==> config.mk <==
export PLATFORM = sky130hd
export DESIGN_NAME = systolic_skew_feeder
export DESIGN_NICKNAME = d
export VERILOG_FILES = /design/src/rtl/common_pkg.sv /design/src/rtl/sync_fifo.sv /design/src/rtl/systolic_skew_feeder.sv
export SDC_FILE = /design/constraint.sdc
export NUM_CORES = 1
export LEC_CHECK = 0
export CAP_MARGIN = 10
export CORE_ASPECT_RATIO = 0.9
export CORE_MARGIN = 4
export CORE_UTILIZATION = 30
export DETAILED_ROUTE_END_ITERATION = 12
export RECOVER_POWER = 50
export SLEW_MARGIN = 10
export SYNTH_ARGS = -nofsm -noshare
export SYNTH_HDL_FRONTEND = slang
export SYNTH_SLANG_ARGS = --single-unit
==> constraint.sdc <==
create_clock -name clk -period 7.5 [get_ports clk]
set_input_delay 1.125 -clock clk [delete_from_list [all_inputs] [get_ports clk]]
set_output_delay 1.125 -clock clk [all_outputs]
set_load 0.05 [all_outputs]
==> src/rtl/common_pkg.sv <==
`default_nettype none
// ============================================================================
//  Module : common_pkg
//  Brief  : Shared sizing constants, feeder FSM state and input row type for
//           the systolic-array feeding logic.
//  Rev    : 1.0  initial release
// ============================================================================
package common_pkg;

  localparam int SYS_ARRAY_SIZE = 4;
  localparam int DATA_WIDTH     = 8;

  // Feeder control states: accept/stream slices, then drain the skew so two
  // products never overlap inside the array.
  typedef enum logic [1:0] {
    IDLE   = 2'd0,
    STREAM = 2'd1,
    DRAIN  = 2'd2
  } feeder_state_e;

  // One buffered row pair; the FIFO word layout {a, b, last} follows it.
  typedef struct packed {
    logic [SYS_ARRAY_SIZE*DATA_WIDTH-1:0] a;
    logic [SYS_ARRAY_SIZE*DATA_WIDTH-1:0] b;
    logic                                 last;
  } in_row_t;

  // Width of a packed {a, b, last} word for an n-lane, dw-bit feeder.
  function automatic int row_width(input int n, input int dw);
    return 2 * n * dw + 1;
  endfunction

endpackage
`default_nettype wire

==> src/rtl/sync_fifo.sv <==
`default_nettype none
// ============================================================================
//  Module : sync_fifo
//  Brief  : Single-clock show-ahead FIFO. dout always presents the oldest
//           entry; pushes while full and pops while empty are ignored.
//  Rev    : 1.0  initial release
// ============================================================================
module sync_fifo #(
  parameter int WIDTH = 8,
  parameter int DEPTH = 4
) (
  input  logic                     clk,
  input  logic                     rst_n,
  input  logic                     flush,
  input  logic                     push,
  input  logic                     pop,
  input  logic [WIDTH-1:0]         din,
  output logic [WIDTH-1:0]         dout,
  output logic                     full,
  output logic                     empty,
  output logic [$clog2(DEPTH):0]   count
);

  localparam int AW = $clog2(DEPTH);
  localparam logic [AW:0] FULL_CNT = (AW+1)'(DEPTH);

  logic [WIDTH-1:0] mem_q [DEPTH];
  logic [AW-1:0]    wr_ptr_q;
  logic [AW-1:0]    rd_ptr_q;
  logic [AW:0]      count_q;
  logic             push_ok;
  logic             pop_ok;

  // No same-cycle bypass: a push is only taken when there is room now.
  assign push_ok = push && !full;
  assign pop_ok  = pop && !empty;

  // Pointer and occupancy tracking; DEPTH is a power of two so the pointers
  // wrap naturally.
  always_ff @(posedge clk) begin
    if (!rst_n || flush) begin
      wr_ptr_q <= '0;
      rd_ptr_q <= '0;
      count_q  <= '0;
    end else begin
      if (push_ok) wr_ptr_q <= wr_ptr_q + 1'b1;
      if (pop_ok)  rd_ptr_q <= rd_ptr_q + 1'b1;
      if (push_ok && !pop_ok)      count_q <= count_q + 1'b1;
      else if (pop_ok && !push_ok) count_q <= count_q - 1'b1;
    end
  end

  // Storage array; contents need no reset because the pointers gate reads.
  always_ff @(posedge clk) begin
    if (rst_n && !flush && push_ok) mem_q[wr_ptr_q] <= din;
  end

  assign dout  = mem_q[rd_ptr_q];
  assign full  = (count_q == FULL_CNT);
  assign empty = (count_q == '0);
  assign count = count_q;

endmodule
`default_nettype wire

==> src/rtl/systolic_skew_feeder.sv <==
`default_nettype none
// ============================================================================
//  Module : systolic_skew_feeder
//  Brief  : Buffers A-column / B-row slices and launches them into an NxN
//           systolic array with a diagonal skew (lane i delayed by i cycles).
//           After the last slice of a product the feeder drains for N cycles
//           so consecutive products never overlap in the array.
//  Rev    : 1.0  initial release
// ============================================================================
module systolic_skew_feeder
  import common_pkg::*;
#(
  parameter int N     = SYS_ARRAY_SIZE,
  parameter int DW    = DATA_WIDTH,
  parameter int DEPTH = 4
) (
  input  logic            clk,
  input  logic            rst_n,
  input  logic            flush,
  input  logic            in_valid,
  output logic            in_ready,
  input  logic [N*DW-1:0] in_a,
  input  logic [N*DW-1:0] in_b,
  input  logic            in_last,
  output logic [N*DW-1:0] out_a,
  output logic [N*DW-1:0] out_b,
  output logic [N-1:0]    out_vld,
  output logic [N-1:0]    out_last,
  output logic            done,
  output logic            busy
);

  localparam int RW = row_width(N, DW);
  localparam int CW = $clog2(N) + 1;
  localparam logic [CW-1:0] DRAIN_CYCLES = CW'(N);

  logic                   fifo_full;
  logic                   fifo_empty;
  logic [RW-1:0]          fifo_dout;
  logic [$clog2(DEPTH):0] fifo_count_unused;
  logic                   push;
  logic                   pop;
  logic [N*DW-1:0]        pop_a;
  logic [N*DW-1:0]        pop_b;
  logic                   pop_last;

  feeder_state_e          state_q;
  feeder_state_e          state_d;
  logic [CW-1:0]          cnt_q;
  logic [CW-1:0]          cnt_d;

  // ---------------------------------------------------------------- input --
  assign in_ready = rst_n && !fifo_full;
  assign push     = in_valid && in_ready && !flush;
  // Nothing leaves the buffer while a product is draining out of the skew.
  assign pop      = !fifo_empty && (state_q != DRAIN) && !flush;

  sync_fifo #(
    .WIDTH (RW),
    .DEPTH (DEPTH)
  ) u_fifo (
    .clk   (clk),
    .rst_n (rst_n),
    .flush (flush),
    .push  (push),
    .pop   (pop),
    .din   ({in_a, in_b, in_last}),
    .dout  (fifo_dout),
    .full  (fifo_full),
    .empty (fifo_empty),
    .count (fifo_count_unused)
  );

  assign pop_a    = fifo_dout[RW-1 -: N*DW];
  assign pop_b    = fifo_dout[RW-1-N*DW -: N*DW];
  assign pop_last = fifo_dout[0];

  // ----------------------------------------------------------------- skew --
  for (genvar i = 0; i < N; i++) begin : g_lane
    logic [DW-1:0] a_q [i+1];
    logic [DW-1:0] b_q [i+1];
    logic [i:0]    vld_q;
    logic [i:0]    last_q;

    // Stage 0 captures this lane's slice of the popped row (or a zero
    // bubble); stages 1..i add the diagonal delay.
    always_ff @(posedge clk) begin
      if (!rst_n || flush) begin
        for (int s = 0; s <= i; s++) begin
          a_q[s] <= '0;
          b_q[s] <= '0;
        end
        vld_q  <= '0;
        last_q <= '0;
      end else begin
        if (pop) begin
          a_q[0]    <= pop_a[i*DW +: DW];
          b_q[0]    <= pop_b[i*DW +: DW];
          vld_q[0]  <= 1'b1;
          last_q[0] <= pop_last;
        end else begin
          a_q[0]    <= '0;
          b_q[0]    <= '0;
          vld_q[0]  <= 1'b0;
          last_q[0] <= 1'b0;
        end
        for (int s = 1; s <= i; s++) begin
          a_q[s]    <= a_q[s-1];
          b_q[s]    <= b_q[s-1];
          vld_q[s]  <= vld_q[s-1];
          last_q[s] <= last_q[s-1];
        end
      end
    end

    assign out_a[i*DW +: DW] = a_q[i];
    assign out_b[i*DW +: DW] = b_q[i];
    assign out_vld[i]        = vld_q[i];
    assign out_last[i]       = last_q[i];
  end

  // ------------------------------------------------------------------ fsm --
  // State register with the drain cycle counter.
  always_ff @(posedge clk) begin
    if (!rst_n || flush) begin
      state_q <= IDLE;
      cnt_q   <= '0;
    end else begin
      state_q <= state_d;
      cnt_q   <= cnt_d;
    end
  end

  // Next-state: the last slice leaving the FIFO starts an N-cycle drain,
  // followed by one done cycle.
  always_comb begin
    state_d = state_q;
    cnt_d   = cnt_q;
    case (state_q)
      IDLE: begin
        if (pop) begin
          state_d = pop_last ? DRAIN : STREAM;
          cnt_d   = '0;
        end
      end
      STREAM: begin
        if (pop && pop_last) begin
          state_d = DRAIN;
          cnt_d   = '0;
        end
      end
      DRAIN: begin
        if (cnt_q == DRAIN_CYCLES) begin
          state_d = IDLE;
          cnt_d   = '0;
        end else begin
          cnt_d = cnt_q + 1'b1;
        end
      end
      default: begin
        state_d = IDLE;
        cnt_d   = '0;
      end
    endcase
  end

  // Outputs: done lands one cycle after lane N-1 presents its last marker.
  always_comb begin
    done = (state_q == DRAIN) && (cnt_q == DRAIN_CYCLES);
    busy = (state_q != IDLE);
  end

endmodule
`default_nettype wire

# Word level (Yosys, flattened, before mapping)

Memories as Yosys holds them, arrays and structs flattened. A register that Yosys moved wholly into a read port is not among the register bits.
Cells that the tools add are included.
Widths: inputs -> output; s select.

Register bits after elaboration: 32
Memory bits (writable): 420
Input bits: 69
Output and inout bits: 75
Logic and storage cells: 146
Memories: 9

Memories:

| name          | depth | width | read ports | clocked after Yosys merged registers in | write ports | line                       | RTL |
|---|---|---|---|---|---|---|---|
| u_fifo.mem_q  | 4     | 65    | 1          | 1                                       | 1           | sync_fifo.sv:27            | `logic [WIDTH-1:0] mem_q [DEPTH];` |
| g_lane[3].a_q | 4     | 8     | 4          | 0                                       | 4           | systolic_skew_feeder.sv:80 | `logic [DW-1:0] a_q [i+1];` |
| g_lane[3].b_q | 4     | 8     | 4          | 0                                       | 4           | systolic_skew_feeder.sv:81 | `logic [DW-1:0] b_q [i+1];` |
| g_lane[2].a_q | 3     | 8     | 3          | 0                                       | 3           | systolic_skew_feeder.sv:80 |  |
| g_lane[2].b_q | 3     | 8     | 3          | 0                                       | 3           | systolic_skew_feeder.sv:81 |  |
| g_lane[1].a_q | 2     | 8     | 2          | 0                                       | 2           | systolic_skew_feeder.sv:80 |  |
| +3 memories   | n/a   | n/a   | n/a        | n/a                                     | n/a         | n/a                        |  |

Add/sub/neg operators: 5
Equality and inequality tests: 8
Multiplexer cells: 57
Bitwise gates (word level): 24
Reduce and logical (&&, ||, !) cells: 30

Operators with widths:

| operator            | number |
|---|---|
| $mux 8              | 28 |
| $reduce_or 8->1     | 4 |
| $or 1x1->1          | 24 |
| $mux 1              | 16 |
| $mux 3              | 5 |
| $logic_and 1x1->1   | 13 |
| $mux 2              | 6 |
| $pmux 3 s3          | 1 |
| $ne 2x2->1 const B  | 4 |
| $add 3x1->3 const B | 2 |
| $eq 3x3->1 const B  | 2 |
| $logic_not 1->1     | 6 |
| $pmux 2 s3          | 1 |
| $add 2x1->2 const B | 2 |
| $reduce_bool 2->1   | 2 |
| $logic_not 3->1     | 1 |
| $reduce_and 3->1    | 1 |
| $sub 3x1->3 const B | 1 |
| $eq 2x1->1 const B  | 1 |
| $eq 2x2->1 const B  | 1 |
| $logic_not 2->1     | 1 |
| $reduce_and 2->1    | 1 |
| $logic_or 1x1->1    | 1 |

# Logic depth before layout (Yosys ltp)

Gate-level depths: netlist of run 1.

Depth in word-level cells: 10
Depth in mapped cells: 8
Depth with buffers taken out: 8

# Hierarchy

Synthesis of run 1 repeated with hierarchy kept, for this count alone.

Cell total of the unflattened synthesis: 815
Area total of the unflattened synthesis: 15986.6 um^2

By module, submodules not included:

| module               | instances | cells an instance | area each (um^2) | seq. area each (um^2) |
|---|---|---|---|---|
| sync_fifo            | 1         | 388               | 9899.5           | 7987.7 |
| systolic_skew_feeder | 1         | 427               | 6087.1           | 4444.3 |

# Worst setup path before layout of run 1

No wires, ideal clock.

Kind: input-to-reg
Start: input port flush
End: memory u_fifo.mem_q[0][0] in the netlist's numbering, enable pin
Setup time: 430 ps
Arrival: 3189 ps
Required time: 7070 ps
Path slack: 3881 ps
Stages on the path: 3
Buffers on the path: 0
Cells stage by stage: nand2b_1 -> nor3_1 -> and2_1

Longest elaborated chain between the ends: 6
Elaborated cells on any way between the ends: 7
Classes of those cells: 2 x mux; 5 x reduce/logical

RTL lines:

| item                         | line                       | RTL |
|---|---|---|
| start, declared              | systolic_skew_feeder.sv:19 | `input logic flush,` |
| $logic_not 1->1              | systolic_skew_feeder.sv:54 | `assign push = in_valid && in_ready && !flush;` |
| $logic_and 1x1->1            | systolic_skew_feeder.sv:54 |  |
| $logic_and 1x1->1            | sync_fifo.sv:35            | `assign push_ok = push && !full;` |
| named net u_fifo.push_ok     | sync_fifo.sv:31            | `logic push_ok;` |
| $logic_and 1x1->1            | sync_fifo.sv:55            | `if (rst_n && !flush && push_ok) mem_q[wr_ptr_q] <= din;` |
| $mux 1                       | sync_fifo.sv:55            |  |
| $mux 1 (not written as such) | sync_fifo.sv:55            |  |
| end, declared                | sync_fifo.sv:27            |  |

The timed path passes the listed nets, and every way through them passes these cells.

==> metrics.yaml, run 1 <==
start_kind: "flop"
grt_pass1_wl_mm: 44.1
hpwl_mm: 16.0
gp_congestion: 0.695
coreArea_um2: 53200
finalNonFillerCells: 1780
drive_gt1_share_pct: 15.2
grt_overflow: 0
synth_top_family_by_area: "multiplexers"
max_freq_mhz: 211
clkLatencyLatePin_ns: 0.55
cp-end-kind: "flop"
min-delay-path-class: "reg2reg"
p_leak_nw: 6.64
power_w: 0.00511
clkPwrFrac_pct: 42.6
cts_resized: 0
num_vias: 7236
period_needed_ns: 4.73
rows: 80
finClkSkew_ns: 0.0107
die_y_um: 228
synth.top_cell.area_share_pct: 66.2
post_cts.repair.setup_buffers: 0
seqPwrFrac_pct: 53.2
synth-seq-cells: 443
clk_path_buf_depth: 3
postCtsHoldBufs: 0
tritoncts.num_buffers: 47
wl_per_cell_um: 16.2
hold_path_end: "g_lane[3].a_q[2][7]"
grtUsageTotal_pct: 10.0
areaGrowthSynthToFinish_pct: 22.5
dr.pass1.iters: 4
synth-compound-area-share_pct: 0.876
initial_core_util_pct: 30.4
nFillCells: 4889
whs_path_depth: 1
setup_tns_ns: 0
die_area_um2: 57600
status: "finished with violations"
grt_max_degree: 106
synth_mux_area_share_pct: 9.27
syn_area_um2: 16100
detail-route-antenna-nets: 0
rrSetupSlack_ns: 2.77
drtIter0Drc: 407
ys_seq_area_share_pct: 77.0
power.internal_w: 0.00406
yosys.area_share.simple_pct: 8.63
wirelength_mm: 28.8
synth-adder-area-share_pct: 0.666
multi_input_area_um2: 3520
required_ns: 7.76
dp_cells: 1691
synth_xor_xnor_area_share_pct: 0.108
net-switching-power_w: 0.00105
p_comb_share_pct: 4.2
ys_top_cells_by_area: "edfxtp_1 66%, dfxtp_1 11%, mux4_2 8.9%"
cts.sinks: 443
cts_root_buffer: "clkbuf_16"
synth_common_cells: "356 x edfxtp_1, 106 x and2_1, 87 x dfxtp_1, 64 x mux4_2, 45 x nor2b_1"
layout.nets: 1120
crit_type: "reg2reg"
finalSetupViolCount: 0
viasPerCell: 4.07
yosys.area.top_type: "edfxtp_1"
cp.arrival_ns: 4.99
r2r-end: "g_lane[2].a_q[0][2]"
synth-async-reset-ratio_pct: 0
worst_pin_slew_ns: 3.89
drv_slew: 179
antenna_found_initial: 13
rsz0062_at_grt: "no"
powerDensity_nw_per_um2: 258
clk_pin_slew_worst_paths_ns: 0.06
ys_types: 44
syn_avg_cell_area_um2: 19.6
htreeDepth: 2
hold_viol_final: 0
drc: 0
ios: 144
maxSlewHeadroom_pct: -160
cp_max_fo: 43
swShare_pct: 20.6
numPortBuffers: 143
cap_violations: 3
hold_start: "g_lane[3].a_q[1][7]"
cts_tree: "yes"
die_x_um: 253
reg2reg_depth: 3
fin_crit_sh_pct: 63.1
synth_ff_type: "edfxtp_1"
yosysMostFrequentCell: "edfxtp_1"
synthCells: 824
grt_pass1_vias: 7495
violations: "capacitance limit, slew limit"
regArea_um2: 12400
synth-edff-count: 356
vdd_drop_max_mv: 0.139
yosys_warnings: 0
-- worst max-delay path: stages, from the launching register on --
cell	delay, ns
dfxtp_4	0.68
clkbuf_1	2.78
mux4_2	0.77
nor2b_1	0.17
-- placed cells by master (no fill, tap or decap), drive strengths merged, types with 2 or more instances in the layout --
master | Yosys | layout
dlygate4sd3 | 0 | 66
xor2 | 2 | 2
edfxtp | 356 | 356
clkinvlp | 0 | 2
clkdlybuf4s50 | 0 | 77
conb | 1 | 96
and2 | 106 | 106
nor2 | 5 | 5
mux2i | 4 | 4
or3 | 3 | 3
nor3b | 2 | 2
mux4 | 64 | 64
nand2b | 3 | 3
nand2 | 4 | 4
a311oi | 3 | 3
a21oi | 8 | 8
nand3 | 2 | 2
nor3 | 2 | 2
bufinv | 0 | 2
ha | 7 | 7
clkbuf | 14 | 63
nor2b | 65 | 65
o21ai | 4 | 4
inv | 11 | 12
diode | 0 | 6
clkinv | 0 | 16
nand4 | 2 | 2
dfxtp | 87 | 87
-- state kept, by name, indices dropped and copies added (netlist names), named ones only --
register         flops
u_fifo.mem_q       260
g_lane.a_q          80
g_lane.b_q          80
g_lane.vld_q         5
g_lane.last_q        4
cnt_q                3
u_fifo.count         3
state_q              2
u_fifo.rd_ptr_q      2
u_fifo.wr_ptr_q      2
-- worst max-delay path by stage --
stage          start                   to  cells past startpoint  slack, ns
2_1_floorplan  flush   u_fifo.mem_q[0][0]                      3       3.88
3_3_place_gp   rst_n  u_fifo.mem_q[0][54]                      4       3.57
3_5_place_dp   rst_n  u_fifo.mem_q[0][18]                      4       3.47
4_1_cts        rst_n             in_ready                      4       3.68
5_1_grt         flop  g_lane[2].a_q[0][2]                      3       1.97
6_report        flop  g_lane[2].a_q[0][2]                      3       2.77
-- layer usage --
metal  GRT usage (%)  wire length [um]
met5               0                34
met4            3.62               839
met3            3.04              1780
met2            16.5             13900
met1            12.6             12300
-- final cells by class --
type / count / area share (%)
Sequential cell: 443 / 62.9
Multi-Input combinational cell: 395 / 17.8
Timing Repair Buffer: 145 / 7.30
Clock buffer: 62 / 6.49
Tap cell: 697 / 4.41
Clock inverter: 21 / 0.823
Inverter: 11 / 0.209
Antenna cell: 6 / 0.0759
-- power by group through the flow --
stage / Sequential [W] / Combinational (W) / Clock, W
CTS: 0.00272 / 0.000226 / 0.00227
floorplan: 0.00278 / 0.000133 / 0
global route: 0.00272 / 0.000235 / 0.00237
finish: 0.00272 / 0.000216 / 0.00218
global placement: 0.00277 / 0.000222 / 0
detailed placement: 0.00277 / 0.000225 / 0
-- kinds of logic after synthesis --
family                     count (synthesis)
AOI/OAI and AO/OA                         21
xor gates and xnor gates                   2
adders and majority gates                  8
buffers and inverters                     81
DFF                                      443
muxes                                     69
other                                      1
and+or+nand+nor                          199
-- through the flow --
step                area (um2)  hold slack (ns)  util (%)  worst slack [ns]
finish                   19800            0.421      37.2              2.77
global route             19800            0.433      37.2              1.97
CTS                      19800            0.423      37.2              3.68
detailed placement       18300            0.411      34.5              3.47
global placement         18300            0.411      34.5              3.57
floorplan                16500            0.406         -              3.88
No activity file was read; power rests on OpenSTA's default activity.
==> run 2: changes to the inputs <==
==> constraint.sdc (replaced) <==
create_clock -name clk -period 4.6 [get_ports clk]
set_input_delay 0.69 -clock clk [delete_from_list [all_inputs] [get_ports clk]]
set_output_delay 0.69 -clock clk [all_outputs]
set_load 0.05 [all_outputs]
==> metrics.yaml, run 2 (synthesis results as in run 1) <==
cts_tree: "yes"
ios: 144  # unchanged
grt_max_degree: 83  # -22%
drv_slew: 150  # -16%
rows: 80  # unchanged
grt_overflow: 0  # unchanged
powerDensity_nw_per_um2: 442  # +71%
layout.nets: 1127  # +0.63%
grt_pass1_vias: 7592  # +1.3%
drc: 0  # unchanged
die_y_um: 228  # unchanged
clk_pin_slew_worst_paths_ns: 0.06  # about the same
p_leak_nw: 6.80  # +2.4%
numPortBuffers: 143  # unchanged
finalNonFillerCells: 1790  # +0.56%
status: "finished with violations"
clkLatencyLatePin_ns: 0.59  # +0.04 ns
hold_viol_final: 0  # unchanged
cts_root_buffer: "clkbuf_16"
vdd_drop_max_mv: 0.291  # +110%
design_area_um2: 20100  # +1.6%
worst_pin_slew_ns: 2.31  # -1.58 ns
period_needed_ns: 3.27
largest-register: "u_fifo.mem_q"
htreeDepth: 2  # unchanged
crit_type: "in2reg"
rsz0062_at_grt: "no"
grtUsageTotal_pct: 10.5  # +0.42 points
max_freq_mhz: 305
power_w: 0.00887  # +74%
num_vias: 7240  # +0.055%
whs_path_depth: 1  # unchanged
finClkSkew_ns: 0.0277  # +0.0169 ns
wl_per_cell_um: 16.7  # +3.2%
fin_crit_sh_pct: 71.2
initial_core_util_pct: 30.4  # unchanged
clk_path_buf_depth: 3  # unchanged
areaGrowthSynthToFinish_pct: 24.4
tritoncts.num_buffers: 48  # +2.1%
cts.sinks: 443  # unchanged
cp-end-kind: "flop"
drtIter0Drc: 386  # -5.2%
cp.arrival_ns: 3.70  # -1.29 ns
die_x_um: 253  # unchanged
largest_register_ffs: 260  # unchanged
postCtsHoldBufs: 0  # unchanged
maxSlewHeadroom_pct: -54.2  # +110 points
cp_max_fo: 82  # +91%
hold_start: "g_lane[3].b_q[1][4]"
reg2reg_depth: 3  # unchanged
reg_top3: "u_fifo.mem_q: 260 flops, g_lane.a_q: 80 flops, g_lane.b_q: 80 flops"
placed_cell_area_um2: 18400  # +0.31%
layout_commonest_cell: "edfxtp_1"
dr.pass1.iters: 5  # +1
antenna_found_initial: 16  # +3
hold_path_end: "g_lane[3].b_q[2][4]"
post_cts.repair.setup_buffers: 0  # unchanged
layout_common_cells: "356 x edfxtp_1, 96 x conb_1, 85 x dfxtp_1"
rrSetupSlack_ns: 1.91  # -0.86 ns
coreArea_um2: 53200  # unchanged
die_area_um2: 57600  # unchanged
dp_cells: 1697  # +0.35%
gp_congestion: 0.758  # +9.0%
grt_pass1_wl_mm: 45.8  # +4.0%
drive_gt1_share_pct: 16.3  # +1.1 points
viasPerCell: 4.04  # -0.50%
wirelength_mm: 29.9  # +3.8%
hold_ws_ns: 0.422  # +0.00124 ns
detail-route-antenna-nets: 0  # unchanged
cts_resized: 0  # unchanged
min-delay-path-class: "reg2reg"
setup_tns_ns: 0  # unchanged
hpwl_mm: 17.6  # +9.9%
cap_violations: 2  # -1
finalSetupViolCount: 0  # unchanged
violations: "capacitance limit, slew limit"
required_ns: 5.02  # -2.74 ns
start_kind: "primary input"
r2r-end: "state_q[1]"
-- run 2: cell types whose count changed in the layout (fill, tap and decap cells not counted), moves of 2 or more --
cell,change
clkinv_8,+2
and2_0,+2
clkbuf_16,+4
clkdlybuf4s50_1,-3
clkbuf_1,-4
clkbuf_8,-4
clkinv_2,-5
dlygate4sd3_1,+3
buf_4,+6
and2_1,-2
bufinv_16,+6
-- run 2: area by class of cell --
class	instances	area [um2]
fillers	4874	33100
flip-flops and latches	443	12400
multi-input cells	395	3530
repair buffers	151	1500
clock buffers	60	1320
well taps	697	872
clock inverters	26	364
inverters	11	41.3
diodes	7	17.5
-- run 2: per-stage QoR --
stage | utilization [%] | setup slack, ns
final | 37.8 | 1.33
after global routing | 37.8 | 0.743
after CTS | 37.8 | 1.51
after detailed placement | 34.6 | 0.997
after global placement | 34.6 | 1.09
after floorplan | - | 1.42
-- run 2: how the worst max path moves through the flow --
stage	endpoint	startpoint
2_1_floorplan	u_fifo.mem_q[0][0]	flush
3_3_place_gp	u_fifo.mem_q[2][13]	rst_n
3_5_place_dp	u_fifo.mem_q[2][20]	rst_n
4_1_cts	in_ready	u_fifo.count[0]
5_1_grt	g_lane[1].a_q[0][10]	rst_n
6_report	g_lane[1].b_q[0][9]	rst_n
-- run 2: layer usage --
metal	routed length, um	track usage [%]
met1	12700	13.0
met2	13900	16.7
met3	2140	3.58
met4	1060	4.54
met5	79	0
-- run 2: critical path, stage by stage --
cell           delay (ns)
dlygate4sd3_1        0.64
and2b_1              1.67
buf_4                0.45
and2_0               0.16
-- run 2: where the power goes --
| group | internal, W | switching, W |
|---|---|---|
| clock | 0.00250 | 0.00159 |
| combinational | 0.000144 | 0.000211 |
| sequential | 0.00440 | 0.0000269 |
| total | 0.00704 | 0.00183 |
